### src/rtl/asram16_pkg.sv
// Shared types and constants for the 16-bit async-SRAM responder.
package asram16_pkg;

  localparam int DATA_W  = 16;
  localparam int BE_W    = 2;
  localparam int CNT_W   = 4;
  localparam int STATE_W = 2;

  typedef enum logic [STATE_W-1:0] {
    IDLE         = 2'd0,
    WRITE_ACTIVE = 2'd1,
    READ_WAIT    = 2'd2,
    READ_VALID   = 2'd3
  } state_t;

  // True when any address bit above the decoded word index is set.
  function automatic logic addr_out_of_range(input logic [31:0] addr, input int addr_w);
    return (addr >> addr_w) != 32'd0;
  endfunction

endpackage

### src/rtl/asram16_responder_if.sv
// Async-SRAM pin bundle plus the responder's status pulses.
interface asram16_responder_if;
  import asram16_pkg::*;

  logic [31:0]       sram_address_i;
  logic [DATA_W-1:0] sram_data_in_i;
  logic              sram_oe_n_i;
  logic              sram_cs_n_i;
  logic [BE_W-1:0]   sram_be_n_i;
  logic              sram_we_n_i;
  logic [DATA_W-1:0] sram_data_out_o;
  logic              sram_data_valid_o;
  logic              write_done_o;
  logic              range_err_o;
  logic              proto_err_o;

  modport master (
    output sram_address_i, sram_data_in_i, sram_oe_n_i, sram_cs_n_i,
           sram_be_n_i, sram_we_n_i,
    input  sram_data_out_o, sram_data_valid_o, write_done_o, range_err_o,
           proto_err_o
  );

  modport slave (
    input  sram_address_i, sram_data_in_i, sram_oe_n_i, sram_cs_n_i,
           sram_be_n_i, sram_we_n_i,
    output sram_data_out_o, sram_data_valid_o, write_done_o, range_err_o,
           proto_err_o
  );

endinterface

### src/rtl/asram16_mem_array.sv
// Byte-writable 2^ADDR_W x 16 storage; contents are deliberately not reset.
module asram16_mem_array
  import asram16_pkg::*;
#(
  parameter int ADDR_W = 8
) (
  input  logic              clk,
  input  logic [BE_W-1:0]   wr_be,
  input  logic [ADDR_W-1:0] wr_addr,
  input  logic [DATA_W-1:0] wr_data,
  input  logic [ADDR_W-1:0] rd_addr,
  output logic [DATA_W-1:0] rd_data
);

  localparam int DEPTH = 1 << ADDR_W;

  logic [DATA_W-1:0] mem [DEPTH];

  // Each enabled byte lane takes its slice of the write data.
  always_ff @(posedge clk) begin
    for (int b = 0; b < BE_W; b++) begin
      if (wr_be[b]) begin
        mem[wr_addr][b*8 +: 8] <= wr_data[b*8 +: 8];
      end
    end
  end

  assign rd_data = mem[rd_addr];

endmodule

### src/rtl/asram16_responder.sv
// Memory end of the async-SRAM bus: decodes pin cycles into array writes and
// latency-delayed reads, and flags range and protocol violations.
module asram16_responder
  import asram16_pkg::*;
#(
  parameter int ADDR_W       = 8,
  parameter int READ_LATENCY = 2
) (
  input  logic clk_i,
  input  logic rst_i,
  asram16_responder_if.slave bus
);

  // Counter starts at latency-1 so valid lands READ_LATENCY edges after the
  // edge that first sampled the address.
  localparam logic [CNT_W-1:0] LAT_LOAD = CNT_W'(READ_LATENCY - 1);

  state_t            state_q, state_d;
  logic [CNT_W-1:0]  cnt_q, cnt_d;
  logic [31:0]       addr_q, addr_d;
  logic [DATA_W-1:0] wdata_q, wdata_d;
  logic [BE_W-1:0]   be_q, be_d;
  logic [DATA_W-1:0] data_q, data_d;
  logic              valid_q, valid_d;
  logic              done_q, done_d;
  logic              rerr_q, rerr_d;
  logic              perr_q, perr_d;

  logic [BE_W-1:0]   mem_be;
  logic [DATA_W-1:0] rd_data;
  logic              cs, oe, we;
  logic              write_req;
  logic              addr_changed;
  logic              addr_oor;

  assign cs           = !bus.sram_cs_n_i;
  assign oe           = !bus.sram_oe_n_i;
  assign we           = !bus.sram_we_n_i;
  assign write_req    = cs && we;
  assign addr_changed = bus.sram_address_i != addr_q;
  assign addr_oor     = addr_out_of_range(addr_q, ADDR_W);

  asram16_mem_array #(
    .ADDR_W(ADDR_W)
  ) u_mem (
    .clk     (clk_i),
    .wr_be   (mem_be),
    .wr_addr (addr_q[ADDR_W-1:0]),
    .wr_data (wdata_q),
    .rd_addr (addr_q[ADDR_W-1:0]),
    .rd_data (rd_data)
  );

  // State and output registers; the array itself is outside reset.
  always_ff @(posedge clk_i) begin
    if (rst_i) begin
      state_q <= IDLE;
      cnt_q   <= '0;
      addr_q  <= '0;
      wdata_q <= '0;
      be_q    <= '1;
      data_q  <= '0;
      valid_q <= 1'b0;
      done_q  <= 1'b0;
      rerr_q  <= 1'b0;
      perr_q  <= 1'b0;
    end else begin
      state_q <= state_d;
      cnt_q   <= cnt_d;
      addr_q  <= addr_d;
      wdata_q <= wdata_d;
      be_q    <= be_d;
      data_q  <= data_d;
      valid_q <= valid_d;
      done_q  <= done_d;
      rerr_q  <= rerr_d;
      perr_q  <= perr_d;
    end
  end

  // Next-state decode; a write request pre-empts any read in progress.
  always_comb begin
    state_d = state_q;
    cnt_d   = cnt_q;
    addr_d  = addr_q;
    wdata_d = wdata_q;
    be_d    = be_q;
    data_d  = '0;
    valid_d = 1'b0;
    done_d  = 1'b0;
    rerr_d  = 1'b0;
    perr_d  = cs && we && oe;
    mem_be  = '0;

    if (write_req) begin
      state_d = WRITE_ACTIVE;
      addr_d  = bus.sram_address_i;
      wdata_d = bus.sram_data_in_i;
      be_d    = bus.sram_be_n_i;
    end else begin
      case (state_q)
        IDLE: begin
          if (cs && oe) begin
            state_d = READ_WAIT;
            addr_d  = bus.sram_address_i;
            cnt_d   = LAT_LOAD;
          end
        end
        WRITE_ACTIVE: begin
          if (!addr_oor) begin
            mem_be = ~be_q;
          end
          done_d  = 1'b1;
          rerr_d  = addr_oor;
          state_d = IDLE;
        end
        READ_WAIT: begin
          if (!cs || !oe) begin
            state_d = IDLE;
          end else if (addr_changed) begin
            addr_d = bus.sram_address_i;
            cnt_d  = LAT_LOAD;
          end else if (cnt_q == '0) begin
            state_d = READ_VALID;
            valid_d = 1'b1;
            data_d  = addr_oor ? '0 : rd_data;
            rerr_d  = addr_oor;
          end else begin
            cnt_d = cnt_q - 1'b1;
          end
        end
        READ_VALID: begin
          if (!cs || !oe) begin
            state_d = IDLE;
          end else if (addr_changed) begin
            state_d = READ_WAIT;
            addr_d  = bus.sram_address_i;
            cnt_d   = LAT_LOAD;
          end else begin
            valid_d = 1'b1;
            data_d  = data_q;
          end
        end
        default: state_d = IDLE;
      endcase
    end

    if (rst_i) begin
      mem_be = '0;
    end
  end

  assign bus.sram_data_out_o   = data_q;
  assign bus.sram_data_valid_o = valid_q;
  assign bus.write_done_o      = done_q;
  assign bus.range_err_o       = rerr_q;
  assign bus.proto_err_o       = perr_q;

endmodule

### src/flat_wrapper.sv
// flat-port wrapper written by rule: the top's interface ports become plain ports
module asram16_responder_flat import asram16_pkg::*;
#(
  parameter int ADDR_W       = 8,
  parameter int READ_LATENCY = 2
)
  (clk_i, rst_i, bus_sram_address_i, bus_sram_data_in_i, bus_sram_oe_n_i, bus_sram_cs_n_i, bus_sram_be_n_i, bus_sram_we_n_i, bus_sram_data_out_o, bus_sram_data_valid_o, bus_write_done_o, bus_range_err_o, bus_proto_err_o);
  asram16_responder_if bus_i ();
  input  logic clk_i;
  input  logic rst_i;
  input wire logic [$bits(bus_i.sram_address_i)-1:0] bus_sram_address_i;
  input wire logic [$bits(bus_i.sram_data_in_i)-1:0] bus_sram_data_in_i;
  input wire logic [$bits(bus_i.sram_oe_n_i)-1:0] bus_sram_oe_n_i;
  input wire logic [$bits(bus_i.sram_cs_n_i)-1:0] bus_sram_cs_n_i;
  input wire logic [$bits(bus_i.sram_be_n_i)-1:0] bus_sram_be_n_i;
  input wire logic [$bits(bus_i.sram_we_n_i)-1:0] bus_sram_we_n_i;
  output wire logic [$bits(bus_i.sram_data_out_o)-1:0] bus_sram_data_out_o;
  output wire logic [$bits(bus_i.sram_data_valid_o)-1:0] bus_sram_data_valid_o;
  output wire logic [$bits(bus_i.write_done_o)-1:0] bus_write_done_o;
  output wire logic [$bits(bus_i.range_err_o)-1:0] bus_range_err_o;
  output wire logic [$bits(bus_i.proto_err_o)-1:0] bus_proto_err_o;
  assign bus_i.sram_address_i = bus_sram_address_i;
  assign bus_i.sram_data_in_i = bus_sram_data_in_i;
  assign bus_i.sram_oe_n_i = bus_sram_oe_n_i;
  assign bus_i.sram_cs_n_i = bus_sram_cs_n_i;
  assign bus_i.sram_be_n_i = bus_sram_be_n_i;
  assign bus_i.sram_we_n_i = bus_sram_we_n_i;
  assign bus_sram_data_out_o = bus_i.sram_data_out_o;
  assign bus_sram_data_valid_o = bus_i.sram_data_valid_o;
  assign bus_write_done_o = bus_i.write_done_o;
  assign bus_range_err_o = bus_i.range_err_o;
  assign bus_proto_err_o = bus_i.proto_err_o;
  asram16_responder #(.ADDR_W(ADDR_W), .READ_LATENCY(READ_LATENCY)) u_core (.clk_i(clk_i), .rst_i(rst_i), .bus(bus_i));
endmodule
### config.mk
export PLATFORM = sky130hd
export DESIGN_NAME = asram16_responder_flat
export DESIGN_NICKNAME = d
export VERILOG_FILES = /design/src/rtl/asram16_pkg.sv /design/src/rtl/asram16_responder_if.sv /design/src/rtl/asram16_mem_array.sv /design/src/rtl/asram16_responder.sv /design/src/flat_wrapper.sv
export SDC_FILE = /design/constraint.sdc
export NUM_CORES = 2
export LEC_CHECK = 0
export BUFFER_PORTS_ARGS = -buffer_cell sky130_fd_sc_hd__buf_2
export CORE_MARGIN = 2
export CORE_UTILIZATION = 45
export CTS_CLUSTER_DIAMETER = 80
export CTS_CLUSTER_SIZE = 28
export DETAILED_ROUTE_END_ITERATION = 12
export HOLD_SLACK_MARGIN = 0.02
export SETUP_SLACK_MARGIN = 0.05
export SLEW_MARGIN = 30
export SYNTH_ARGS = -nofsm -noshare
export SYNTH_HDL_FRONTEND = slang
export SYNTH_SLANG_ARGS = --single-unit
### constraint.sdc
create_clock -name clk_i -period 4.8 [get_ports clk_i]
set_clock_uncertainty 0.15 [all_clocks]
set_input_delay 0.24 -clock clk_i [delete_from_list [all_inputs] [get_ports clk_i]]
set_output_delay 0.24 -clock clk_i [all_outputs]
set_load 0.1 [all_outputs]
==> results_dict.tcl <==
set metrics [dict create \
    syn_avg_cell_area_um2 21.2 \
    cpMostUsedCell "dlygate4sd3_1" \
    core_area_um2 356000 \
    cp_slowest_cell "dfxtp_1" \
    htreeDepth 4 \
    rsz0062_at_grt "false" \
    ioPinCount 75 \
    dieArea_um2 363000 \
    die_height_um 602 \
    syn_area_um2 161000 \
    r2r_start "u_core.addr_q[2]" \
    cp_num_cells 11 \
    required_ns 5.51 \
    yosys_most_used_dff "edfxtp_1" \
    fp-row-count 219 \
    cts_buffer_depth 4 \
    layoutNonFillerInstCount 13030 \
    hold_depth 4 \
    most-common-layout-cells "edfxtp_1 (4096), mux4_2 (986), buf_4 (549)" \
    clk_pin_slew_ns 0.11 \
    p_sw_share_pct 23.0 \
    ant_nets 0 \
    max_cap_violations 0 \
    syn_nets 7657 \
    stdcell_area_um2 179000 \
    tightestPinTransition_ns 1.07 \
    finalSetupViolations 0 \
    globalplace.congestion 0.855 \
    post-route-drc-count 0 \
    comb_power_share_pct 8.7 \
    setup_tns_ns 0 \
    worst-path-max-fanout 29 \
    hp-start "bus_sram_address_i[7]" \
    place_inst 12541 \
    ys_seq_area_share_pct 77.4 \
    ys_types 59 \
    grt_first_pass_wirelength_mm 595 \
    vias 80168 \
    die_w_um 602 \
    synth.area.mux_share_pct 14.8 \
    fin_crit_sh_pct 94.1 \
    dr.pass1.iters 5 \
    max-slew-margin-rel_pct 28.9 \
    finalHoldViolCount 0 \
    port_buffers 74 \
    final-max-slew-violation-count 0 \
    p_leak_nw 53.4 \
    start_kind "flop" \
    vias_per_cell 6.15 \
    cts_tree "built" \
    peakVddDrop_uv 322 \
    cp_top_family "buffers and inverters" \
    status "finished, final reports clean" \
    clk_latency_ns 0.97 \
    synthCells 7596 \
    arrival_ns 5.23 \
    grt_max_degree 213 \
    reg2reg_depth 11 \
    antenna_found_initial 24 \
    final_nets 8226 \
    root_buffer "clkbuf_16" \
    fmaxAchievable_mhz 221 \
    synth_fa_ha_area_share_pct 0.0466 \
    cp-end-kind "flop" \
    clockPowerShare_pct 30.0 \
    fin_ws_ns 0.283 \
    track_usage_pct 22.7 \
    p_sw_mw 15.0 \
    grt_pass1_vias 79967 \
    path_cells "xor2_1 > nor4_1 > dlygate4sd3_1 > nand4_1 > o31ai_1 > a21oi_2 > buf_4 > o21ai_0 > dlygate4sd3_1 > a21oi_1 > dlygate4sd3_1" \
    synth_xor_area_share_pct 0.185 \
    layout_min_cycle_time_ns 4.52 \
    cts_sinks 4180 \
    crit_path_start "u_core.addr_q[2]" \
    crit_type "flop to flop" \
    placed_cell_area_um2 171000 \
    powerDensity_nw_per_um2 367 \
    synth_compound_area_share_pct 3.57 \
    grt_overflow 0 \
    area_growth_pct 10.8 \
    post-place-ws_ns 0.709 \
    first_iter_violations 10636 \
    initial_core_util_pct 45.2 \
    p_seq_share_pct 61.3 \
    yosys_warnings 0 \
    synth-simple-area-share_pct 2.34 \
    ys_async_sr_fraction_pct 0 \
    hold_class "input pin to flop" \
    cts_made_buffers 185 \
    synth-edff-count 4096 \
    p_int_mw 50.4 \
    wl_per_cell_um 32.1 \
    wirelength_mm 418 \
    crit_buf_inv 4 \
    ys_seq_elements 4180 \
    cp_slowest_stage_delay_ns 0.70 \
    drive_above_1_share_pct 24.7 \
    place_hpwl_mm 261 \
    synth_top_family_by_area "multiplexers" \
    final_common_cell "edfxtp_1" \
]
-- path summary, 6_finish.rpt --
check | to | slack [ns]
max | u_core.addr_q[30] | 0.28
min reg2reg | u_core.bus.sram_data_out_o[15] | 0.34
max reg2reg | u_core.addr_q[30] | 0.28
min | flop | 0.13
-- sequential cells by signal (all words and copies together) (netlist names), named ones only --
| name | count |
|---|---|
| u_core.bus.range_err_o | 1 |
| u_core.u_mem.mem | 4096 |
| u_core.be_q | 2 |
| u_core.cnt_q | 4 |
| u_core.bus.write_done_o | 1 |
| u_core.bus.sram_data_out_o | 16 |
| u_core.bus.proto_err_o | 1 |
| u_core.bus.sram_data_valid_o | 1 |
| u_core.addr_q | 32 |
| u_core.state_q | 2 |
| u_core.wdata_q | 16 |
-- tightest hold or removal path, stage by stage --
cell and delay [ns]:
dlygate4sd3_1 0.55, buf_2 0.16, o21ai_0 0.08, a21oi_1 0.14
-- area by class of cell --
cell class | count | area [µm²]
fillers | 28143 | 178000
flip-flops and latches | 4180 | 125000
multi-input cells | 2909 | 34100
repair buffers | 881 | 7830
well taps | 4751 | 5940
clock buffers | 233 | 4940
clock inverters | 64 | 918
inverters | 8 | 32.5
diodes | 4 | 10.0
-- through the flow --
stage,total power [mW],hold slack (ns),util (%)
6_report,65.4,0.134,50.1
5_1_grt,67.2,0.127,50.1
3_5_place_dp,46.5,0.312,47.9
4_1_cts,65.8,0.0331,50.1
3_3_place_gp,46.4,0.292,47.9
2_1_floorplan,44.4,0.168,-
-- cell usage after synthesis (20+ instances only) --
cell	instances	share of area (%)
edfxtp_1	4096	76
xor2_1	34	0.18
a21oi_1	229	0.71
buf_6	27	0.19
a22o_1	43	0.23
nor4_1	31	0.12
nor2_1	541	1.3
o221ai_1	66	0.36
nand2_1	116	0.27
dfxtp_1	84	1.0
mux4_2	986	14
o22ai_1	20	0.078
mux2i_1	169	1.1
o21ai_0	77	0.24
a22oi_1	244	1.1
clkbuf_1	275	0.64
nor2b_1	29	0.11
buf_1	20	0.047
buf_4	60	0.28
a211oi_1	32	0.15
a221oi_1	46	0.25
buf_2	108	0.34
nand3_1	66	0.21
-- power groups by stage --
stage          clock [mW]  combinational, mW  sequential [mW]
2_1_floorplan           0               3.23             41.1
3_3_place_gp            0               5.48             41.0
3_5_place_dp            0               5.55             41.0
4_1_cts              20.0               5.69             40.1
5_1_grt              21.1               6.00             40.1
6_report             19.6               5.71             40.1
-- routing by layer --
layer  vias to the layer above  wire length (µm)  track usage (%)
li1                      32697                 -                -
met1                     43215            174000             33.4
met2                      3745            199000             36.0
met3                       503             34000             3.27
met4                         8             11400             5.94
met5                         -                54                0
-- cells by family after synthesis --
family | Yosys count
adder cells (fa/ha/maj) | 6
buffers and inverters | 507
XOR/XNOR | 34
flip-flops | 4180
AO/OA/AOI/OAI | 836
AND/OR/NAND/NOR | 876
multiplexers | 1157
-- repair_timing --
item	4_1_cts	5_1_grt
hold buffers	185	0
gates resized for setup	0	0
endpoints found under the hold margin	75	0
setup buffers	0	0
(Power assumes the default switching activity.)
